===== config.mk =====
export PLATFORM = sky130hd
export DESIGN_NAME = zx81_tape_player
export DESIGN_NICKNAME = d
export VERILOG_FILES = /design/src/rtl/zx81_tape_pkg.sv /design/src/rtl/tape_pulse_timer.sv /design/src/rtl/zx81_tape_player.sv
export SDC_FILE = /design/constraint.sdc
export NUM_CORES = 1
export LEC_CHECK = 0
export ABC_CLOCK_PERIOD_IN_PS = 2800
export BUFFER_PORTS_ARGS = -buffer_cell sky130_fd_sc_hd__buf_2
export CAP_MARGIN = 40
export CORE_ASPECT_RATIO = 1.4
export CORE_MARGIN = 5
export CORE_UTILIZATION = 53
export CTS_BUF_LIST = sky130_fd_sc_hd__clkbuf_8
export DETAILED_ROUTE_END_ITERATION = 16
export PLACE_DENSITY = 0.78
export SLEW_MARGIN = 20
export SYNTH_ARGS = -nofsm -noshare
export SYNTH_HDL_FRONTEND = slang
export SYNTH_SLANG_ARGS = --single-unit
export TNS_END_PERCENT = 1

===== constraint.sdc =====
create_clock -name clk65 -period 2.8 [get_ports clk65]
set_input_delay 0.84 -clock clk65 [delete_from_list [all_inputs] [get_ports clk65]]
set_output_delay 0.84 -clock clk65 [all_outputs]
set_load 0.01 [all_outputs]

===== src/rtl/zx81_tape_pkg.sv =====
// Shared state codes, pulse counts and timing defaults for the ZX81 tape player.
// Build macro TAPE_LEADER_EN adds the pre-roll leader and widens the shared timer to 22 bits.
package zx81_tape_pkg;

  localparam logic [2:0] ST_IDLE    = 3'd0;
  localparam logic [2:0] ST_LEADER  = 3'd1;
  localparam logic [2:0] ST_FETCH   = 3'd2;
  localparam logic [2:0] ST_PULSE_H = 3'd3;
  localparam logic [2:0] ST_PULSE_L = 3'd4;
  localparam logic [2:0] ST_GAP     = 3'd5;
  localparam logic [2:0] ST_DONE    = 3'd6;

  localparam logic [3:0] PULSES_ZERO = 4'd4;
  localparam logic [3:0] PULSES_ONE  = 4'd9;

  localparam int DEF_PULSE_CYC = 975;
  localparam int DEF_GAP_CYC   = 8450;

`ifdef TAPE_LEADER_EN
  localparam int TMR_W = 22;
`else
  localparam int TMR_W = 14;
`endif

  function automatic logic [3:0] pulses_for(input logic bit_val);
    return bit_val ? PULSES_ONE : PULSES_ZERO;
  endfunction

endpackage


===== src/rtl/tape_pulse_timer.sv =====
// Loadable down-counter shared by the leader, pulse and gap phases.
// Load N-1 to get an N-clock interval; expire is high while the count sits at zero.
module tape_pulse_timer #(
  parameter int W = 14
) (
  input  logic         clk,
  input  logic         rst,
  input  logic         load,
  input  logic [W-1:0] load_val,
  output logic         expire
);

  logic [W-1:0] cnt;

  always_ff @(posedge clk or posedge rst) begin
    if (rst) begin
      cnt <= '0;
    end else if (load) begin
      cnt <= load_val;
    end else if (cnt != '0) begin
      cnt <= cnt - 1'b1;
    end
  end

  assign expire = (cnt == '0);

endmodule


===== src/rtl/zx81_tape_player.sv =====
// Replays a stored .P image from SRAM as ZX81 tape pulse trains on tape_out (MSB first, 4/9 pulses per bit).
// Build macro TAPE_LEADER_EN inserts a LEADER_CYC silent pre-roll before the first fetch.
module zx81_tape_player
  import zx81_tape_pkg::*;
#(
  parameter int ADDR_W     = 21,
  parameter int PULSE_CYC  = DEF_PULSE_CYC,
  parameter int GAP_CYC    = DEF_GAP_CYC,
`ifdef TAPE_LEADER_EN
  parameter int LEADER_CYC = 3250000,
`endif
  parameter int RD_WAIT    = 2
) (
  input  logic              clk65,
  input  logic              reset,
  input  logic              play,
  input  logic              stop,
  input  logic [ADDR_W-1:0] base_addr,
  input  logic [15:0]       length,
  output logic              mem_req,
  input  logic              mem_gnt,
  output logic [ADDR_W-1:0] mem_addr,
  input  logic [7:0]        mem_data,
  output logic              tape_out,
  output logic              busy,
  output logic              done
);

  localparam int WC_W = $clog2(RD_WAIT + 2);

  logic [2:0]        state;
  logic              play_d1, play_d2;
  logic              play_rise, start, capture;
  logic [ADDR_W-1:0] addr;
  logic [15:0]       remaining;
  logic [6:0]        shreg;
  logic [2:0]        bit_cnt;
  logic [3:0]        pulse_cnt;
  logic [WC_W-1:0]   wait_cnt;
  logic              tmr_load, tmr_exp;
  logic [TMR_W-1:0]  tmr_val;

  assign play_rise = play_d1 & ~play_d2;
  assign start     = play_rise & ~stop & (length != 16'd0);
  assign capture   = (state == ST_FETCH) & mem_gnt & (wait_cnt == WC_W'(RD_WAIT));
  assign mem_addr  = addr;

  tape_pulse_timer #(.W(TMR_W)) u_timer (
    .clk      (clk65),
    .rst      (reset),
    .load     (tmr_load),
    .load_val (tmr_val),
    .expire   (tmr_exp)
  );

  always_comb begin
    tmr_load = 1'b0;
    tmr_val  = '0;
    case (state)
`ifdef TAPE_LEADER_EN
      ST_IDLE: if (start) begin
        tmr_load = 1'b1;
        tmr_val  = TMR_W'(LEADER_CYC - 1);
      end
`endif
      ST_FETCH: if (capture) begin
        tmr_load = 1'b1;
        tmr_val  = TMR_W'(PULSE_CYC - 1);
      end
      ST_PULSE_H: if (tmr_exp) begin
        tmr_load = 1'b1;
        tmr_val  = TMR_W'(PULSE_CYC - 1);
      end
      ST_PULSE_L: if (tmr_exp) begin
        tmr_load = 1'b1;
        tmr_val  = (pulse_cnt == 4'd1) ? TMR_W'(GAP_CYC - 1) : TMR_W'(PULSE_CYC - 1);
      end
      ST_GAP: if (tmr_exp && bit_cnt != 3'd0) begin
        tmr_load = 1'b1;
        tmr_val  = TMR_W'(PULSE_CYC - 1);
      end
      default: ;
    endcase
  end

  // Edge history resets to "already high" so a play level held through reset is not taken as a new start.
  always_ff @(posedge clk65 or posedge reset) begin
    if (reset) begin
      state     <= ST_IDLE;
      play_d1   <= 1'b1;
      play_d2   <= 1'b1;
      addr      <= '0;
      remaining <= '0;
      shreg     <= '0;
      bit_cnt   <= '0;
      pulse_cnt <= '0;
      wait_cnt  <= '0;
      mem_req   <= 1'b0;
      tape_out  <= 1'b0;
      busy      <= 1'b0;
      done      <= 1'b0;
    end else begin
      play_d1  <= play;
      play_d2  <= play_d1;
      done     <= 1'b0;
      wait_cnt <= '0;
      if (stop && state != ST_IDLE) begin
        state    <= ST_IDLE;
        mem_req  <= 1'b0;
        tape_out <= 1'b0;
        busy     <= 1'b0;
      end else begin
        case (state)
          ST_IDLE: begin
            if (play_rise && !stop && length == 16'd0) begin
              done <= 1'b1;
            end else if (start) begin
              addr      <= base_addr;
              remaining <= length;
              busy      <= 1'b1;
`ifdef TAPE_LEADER_EN
              state     <= ST_LEADER;
`else
              state     <= ST_FETCH;
              mem_req   <= 1'b1;
`endif
            end
          end
`ifdef TAPE_LEADER_EN
          ST_LEADER: if (tmr_exp) begin
            state   <= ST_FETCH;
            mem_req <= 1'b1;
          end
`endif
          ST_FETCH: begin
            // Losing the grant before capture restarts the read-wait count.
            if (capture) begin
              shreg     <= mem_data[6:0];
              bit_cnt   <= 3'd7;
              pulse_cnt <= pulses_for(mem_data[7]);
              mem_req   <= 1'b0;
              tape_out  <= 1'b1;
              state     <= ST_PULSE_H;
            end else if (mem_gnt) begin
              wait_cnt <= wait_cnt + 1'b1;
            end
          end
          ST_PULSE_H: if (tmr_exp) begin
            tape_out <= 1'b0;
            state    <= ST_PULSE_L;
          end
          ST_PULSE_L: if (tmr_exp) begin
            if (pulse_cnt == 4'd1) begin
              state <= ST_GAP;
            end else begin
              pulse_cnt <= pulse_cnt - 1'b1;
              tape_out  <= 1'b1;
              state     <= ST_PULSE_H;
            end
          end
          ST_GAP: if (tmr_exp) begin
            if (bit_cnt != 3'd0) begin
              shreg     <= {shreg[5:0], 1'b0};
              bit_cnt   <= bit_cnt - 1'b1;
              pulse_cnt <= pulses_for(shreg[6]);
              tape_out  <= 1'b1;
              state     <= ST_PULSE_H;
            end else if (remaining != 16'd1) begin
              addr      <= addr + 1'b1;
              remaining <= remaining - 1'b1;
              mem_req   <= 1'b1;
              state     <= ST_FETCH;
            end else begin
              done  <= 1'b1;
              state <= ST_DONE;
            end
          end
          ST_DONE: begin
            busy  <= 1'b0;
            state <= ST_IDLE;
          end
          default: state <= ST_IDLE;
        endcase
      end
    end
  end

endmodule

### Yosys cells after proc, flatten, opt, wreduce, memory -nomap -nowiden

Cells that the tools add are included.

* bits in registers: 76
* logic and storage cells: 161
* output and inout bits: 25
* input port bits: 50

* $add $sub $neg: 6
* eq/ne operators: 27
* reductions and logical operators: 27
* muxes and demuxes: 79
* bitwise operators: 8

Operators with widths (number)
* 21-bit 2-to-1 mux: 5
* 16-bit 2-to-1 mux: 5
* 14-bit 2-to-1 mux: 4
* 14-bit one-hot mux with 4 select lines: 1
* 21-bit one-hot mux with 2 select lines: 1
* 3-bit 2-to-1 mux: 13
* 16-bit one-hot mux with 2 select lines: 1
* 10-bit 2-to-1 mux: 3
* 4-bit 2-to-1 mux: 7
* 7-bit AND reduction: 4
* 3-bit inequality test (second input constant): 9
* 1-bit 2-to-1 mux: 23
* 21-bit by 1-bit adder with 21-bit output (second input constant): 1
* 7-bit 2-to-1 mux: 3
* 2-bit inequality test (second input constant): 9
* 16-bit zero test: 1
* 16-bit by 1-bit inequality test with 1-bit output (second input constant): 1
* 16-bit nonzero test: 1
* 16-bit by 1-bit subtractor with 16-bit output (second input constant): 1
* 3-bit one-hot mux with 5 select lines: 1
* 14-bit zero test: 1
* 7-bit one-hot mux with 2 select lines: 1
* 14-bit nonzero test: 1
* 14-bit by 1-bit subtractor with 14-bit output (second input constant): 1
* 27 further kinds: 49

### Depth between registers and ports, before layout

* depth in word-level cells: 8
* mapped depth: 10
* depth with buffers taken out: 8

### Hierarchy

Synthesis repeated with hierarchy kept, for this count alone.

* cells, all modules: 566
* area total of the unflattened synthesis: 4949.7 um^2

By module, submodules not included
* zx81_tape_player: cells each 477, sequential area each 1554.0 um^2, instances 1, area an instance 4060.1 um^2
* tape_pulse_timer: cells each 89, sequential area each 350.3 um^2, instances 1, area an instance 889.6 um^2

### Worst setup path before layout

No wires, ideal clock.

* path type: in2reg
* from: in length[9]
* to: reg remaining[1]
* library setup time: 0.124 ns
* path slack: 0.421 ns
* cell stages on the path: 8
* arrival: 2.255 ns
* data required time: 2.676 ns
* path buffers: 2
* cell sequence: nor4_1 > and4_1 > a2111oi_4 > a21bo_1 > buf_6 > buf_6 > a211oi_2 > a21oi_1

* word-level cells in the longest chain between the ends: 4
* elaborated cells between the ends (all ways): 7
* classes of those cells: 2 x eq/ne; 1 x bitwise; 4 x reduce/logical

RTL lines
* start: declaration: RTL line zx81_tape_player.sv:19 `input logic [15:0] length,`
* 16-bit nonzero test or 16-bit zero test (tied branches): RTL line zx81_tape_player.sv:44, zx81_tape_player.sv:115
* 1-bit AND or 1-bit logical AND (tied branches): RTL line zx81_tape_player.sv:44, zx81_tape_player.sv:115
* 2-bit inequality test (no source line)
* 7-bit AND reduction (no source line) *
* end signal: assignment: RTL line zx81_tape_player.sv:119 `remaining <= length;`
* end signal: assignment: RTL line zx81_tape_player.sv:170 `remaining <= remaining - 1'b1;`
* end: declaration: RTL line zx81_tape_player.sv:35 `logic [15:0] remaining;`

Mark *: on every way between the ends. The rest lies on a longest branch, timed or not.
A chain may end at the register's enable or synchronous reset.

### Worst setup path after layout

* from: reg u_timer.cnt[0]
* to: reg remaining[5]

* word-level cells in the longest chain between the ends: 3

RTL lines
* start: declaration: RTL line tape_pulse_timer.sv:13 `logic [W-1:0] cnt;`
* start signal: assignment: RTL line tape_pulse_timer.sv:19 `cnt <= load_val;`
* start signal: assignment: RTL line tape_pulse_timer.sv:21 `cnt <= cnt - 1'b1;`
* 14-bit zero test: RTL line tape_pulse_timer.sv:25 `assign expire = (cnt == '0);`
* 2-bit inequality test (no source line)
* 7-bit AND reduction (no source line)

No other way between the ends.

==> flow_summary.ini <==
[setup_path]
cp_max_fo = 14
cp_data_arrival_time_ns = 2.72
cp_cell_sequence = inv_1 -> ha_1 -> nor4b_1 -> and4_1 -> o311ai_4 -> a21boi_4 -> buf_12 -> a21oi_1 -> a21oi_1
cp.required_ns = 3.08
path_class = reg2reg
cpPeakStageDelay_ns = 0.40
end_kind = register
crit_slowest_cell = dfrtp_1
crit_path_frequent_cell = a21oi_1
crit_path_start_kind = register

[layout]
fin_area_um2 = 5500
syn2layout_area_growth_pct = 15.8
final_common_cell = nor2_1
layout_common_cells = 77 x nor2_1, 74 x dfrtp_1, 74 x buf_2
drive_gt1_share_pct = 21.5
antenna_cells = 0
multi_input_area_um2 = 2620
register_area_um2 = 1900
fin_cells = 762
fillCellCount = 772
nNetsFinal = 711

[grt]
use_met1_pct = 27.7
grt_pass1_vias = 4454
met2_usage_pct = 40.5
overflow = 0
grt_max_degree = 54
grt_pass1_wl_um = 20900
use_met3_pct = 4.69
antenna_found_initial = 0
busiest_layer = met2
grt_util_all_layers_pct = 23.1

[floorplanning]
die_w_um = 90.0
die_h_um = 122
ioPinCount = 75
core_um2 = 8870
initial_core_util_pct = 53.5
row_count = 41
design.die.area_um2 = 11000

[pwr]
p_seq_share_pct = 43.9
power_density_nw_per_um2 = 829
clkPwrFrac_pct = 18.4
p_sw_share_pct = 41.3
totalPowerFinal_w = 0.00456
p_switching_w = 0.00188
p_int_w = 0.00267
combPwrFrac_pct = 37.6
irDropWorstVdd_uv = 551
p_leak_nw = 2.33

[logic_synthesis]
yosysWarnings = 0
ys_seq_area_share_pct = 40.1
synthesis.nets = 634
synth_edf_count = 0
ys_async_sr_fraction_pct = 100
syn_area_per_cell_um2 = 8.29
synth_cell_types = 64
ys_seq_elements = 76
netlist_instances = 573
synth_flop_cell = dfrtp_1
syn_area_um2 = 4750

[placement]
port_buffers = 74
dp_cells = 746
gp_congestion = 0.858
place_area_um2 = 5310
hpwl_um = 9110

[cts]
cts_tree = done
cts_sinks = 76
path_clk_slew_ns = 0.08
cts_root_buffer = clkbuf_8
cts-resized-gates = 0
clkLatencyLatePin_ns = 0.37
cts_buffers = 9
h-tree-depth = 3
postCtsSetupBuffers = 0
clock_path_buffers = 2
hold_buffers = 0

[sta]
fin_crit_ns = 2.44
setup_viol = 0
fmaxAchievable_mhz = 410
final_max_slew_viol_count = 0
worst_pin_slew_ns = 0.711
max-slew-margin-rel_pct = 52.2
min_period_over_period_pct = 87.1
fin_skew_ns = 0.0147
rsz0062_at_grt = no
setup-tns-final_ns = 0
holdWs_ns = 0.378
finalHoldViolCount = 0

[run]
maxCapViolCount = 0

[route]
finalWirelength_um = 12400
num_vias = 4630
drc = 0
vias_per_cell = 6.08
wl_per_cell_um = 16.3
drtIter0Drc = 387
dr.pass1.iters = 6
ant_nets = 0

[status]
status = finished clean

[min_path]
hold_class = reg2reg
-- per-layer routing --
layer / routed length, µm / vias up
met5: 0 / -
met4: 271 / 0
met3: 718 / 23
met2: 6490 / 200
met1: 4940 / 2180
li1: - / 2227
-- state kept, by name, indices dropped and copies added, names as in the netlist --
signal,cells
mem_req,1
mem_addr,21
pulse_cnt,4
bit_cnt,3
done,1
wait_cnt,2
shreg,7
state,3
tape_out,1
remaining,16
play_d1,1
play_d2,1
busy,1
u_timer.cnt,14
-- cell type report --
class,instances,share of cell area (%)
Multi-Input combinational cell,448,47.6
Inverter,17,1.16
Sequential cell,76,34.6
Clock inverter,7,1.25
Clock buffer,9,2.25
Timing Repair Buffer,98,10.7
Tap cell,107,2.43
-- cell families (layout without fill, tap and decap cells) --
logic type | after synthesis | after routing | share of synthesized area (%)
compound gates | 180 | 180 | 24.8
xor+xnor | 13 | 13 | 2.40
fa+ha+maj | 11 | 11 | 2.90
buf+inv | 49 | 131 | 4.98
flops | 76 | 76 | 40.1
simple gates | 244 | 244 | 24.8
-- cells in the mapped netlist, drive strengths merged (3+ instances only) --
cell	count	share of area (%)
nor2b	4	0.53
clkbuf	17	1.3
a31oi	17	2.2
o21ai	60	6.3
and3	6	0.79
a211oi	3	0.68
o22ai	7	0.92
a22oi	5	0.79
a21oi	50	5.4
o31ai	3	0.47
or3	4	0.53
nor4	9	1.5
dfrtp	74	39
inv	17	1.3
ha	11	2.9
xnor2	4	0.74
xor2	9	1.7
or2	3	0.40
a2bb2oi	10	2.4
nor3	22	2.3
nand3b	6	0.95
nand3	24	2.5
buf	15	2.3
nand2	59	4.7
and4	4	0.74
nor2	82	6.7
nand2b	7	0.92
nand4	6	0.79
o2bb2ai	3	0.55
-- worst max-delay path: cells and delay by family (launching register included) --
family / cells / cell delay (ns)
AOI/OAI and AO/OA: 4 / 0.79
buffers and inverters: 2 / 0.32
and+or+nand+nor: 2 / 0.70
DFF: 1 / 0.40
adders and majority gates: 1 / 0.16
-- worst paths after layout --
check,from,to,slack (ns),depth (start not counted)
worst min register to register,play_d1,play_d2,0.38,0
max in group asynchronous,reset,play_d1,1.70,3
worst max register to register,u_timer.cnt[0],remaining[5],0.36,9
min in group asynchronous,reset,wait_cnt[0],0.49,2
worst max-delay path,u_timer.cnt[0],remaining[5],0.36,9
worst min-delay path,play_d1,play_d2,0.38,0
-- power by group through the flow --
stage / sequential (W) / combinational (W) / clock [W]
finish: 0.00200 / 0.00171 / 0.000840
global route: 0.00208 / 0.00193 / 0.000902
CTS: 0.00199 / 0.00171 / 0.000852
detailed placement: 0.00201 / 0.00171 / 0
global placement: 0.00199 / 0.00165 / 0
floorplan: 0.00197 / 0.00114 / 0
-- through the flow --
| step | setup WS, ns | utilization [%] |
|---|---|---|
| 2_1_floorplan | 0.0250 | - |
| 3_3_place_gp | 0.203 | 59.8 |
| 3_5_place_dp | 0.157 | 59.8 |
| 4_1_cts | 0.369 | 62.0 |
| 5_1_grt | 0.221 | 62.0 |
| 6_report | 0.360 | 62.0 |
Note: power is estimated with default switching activity, not from simulation.
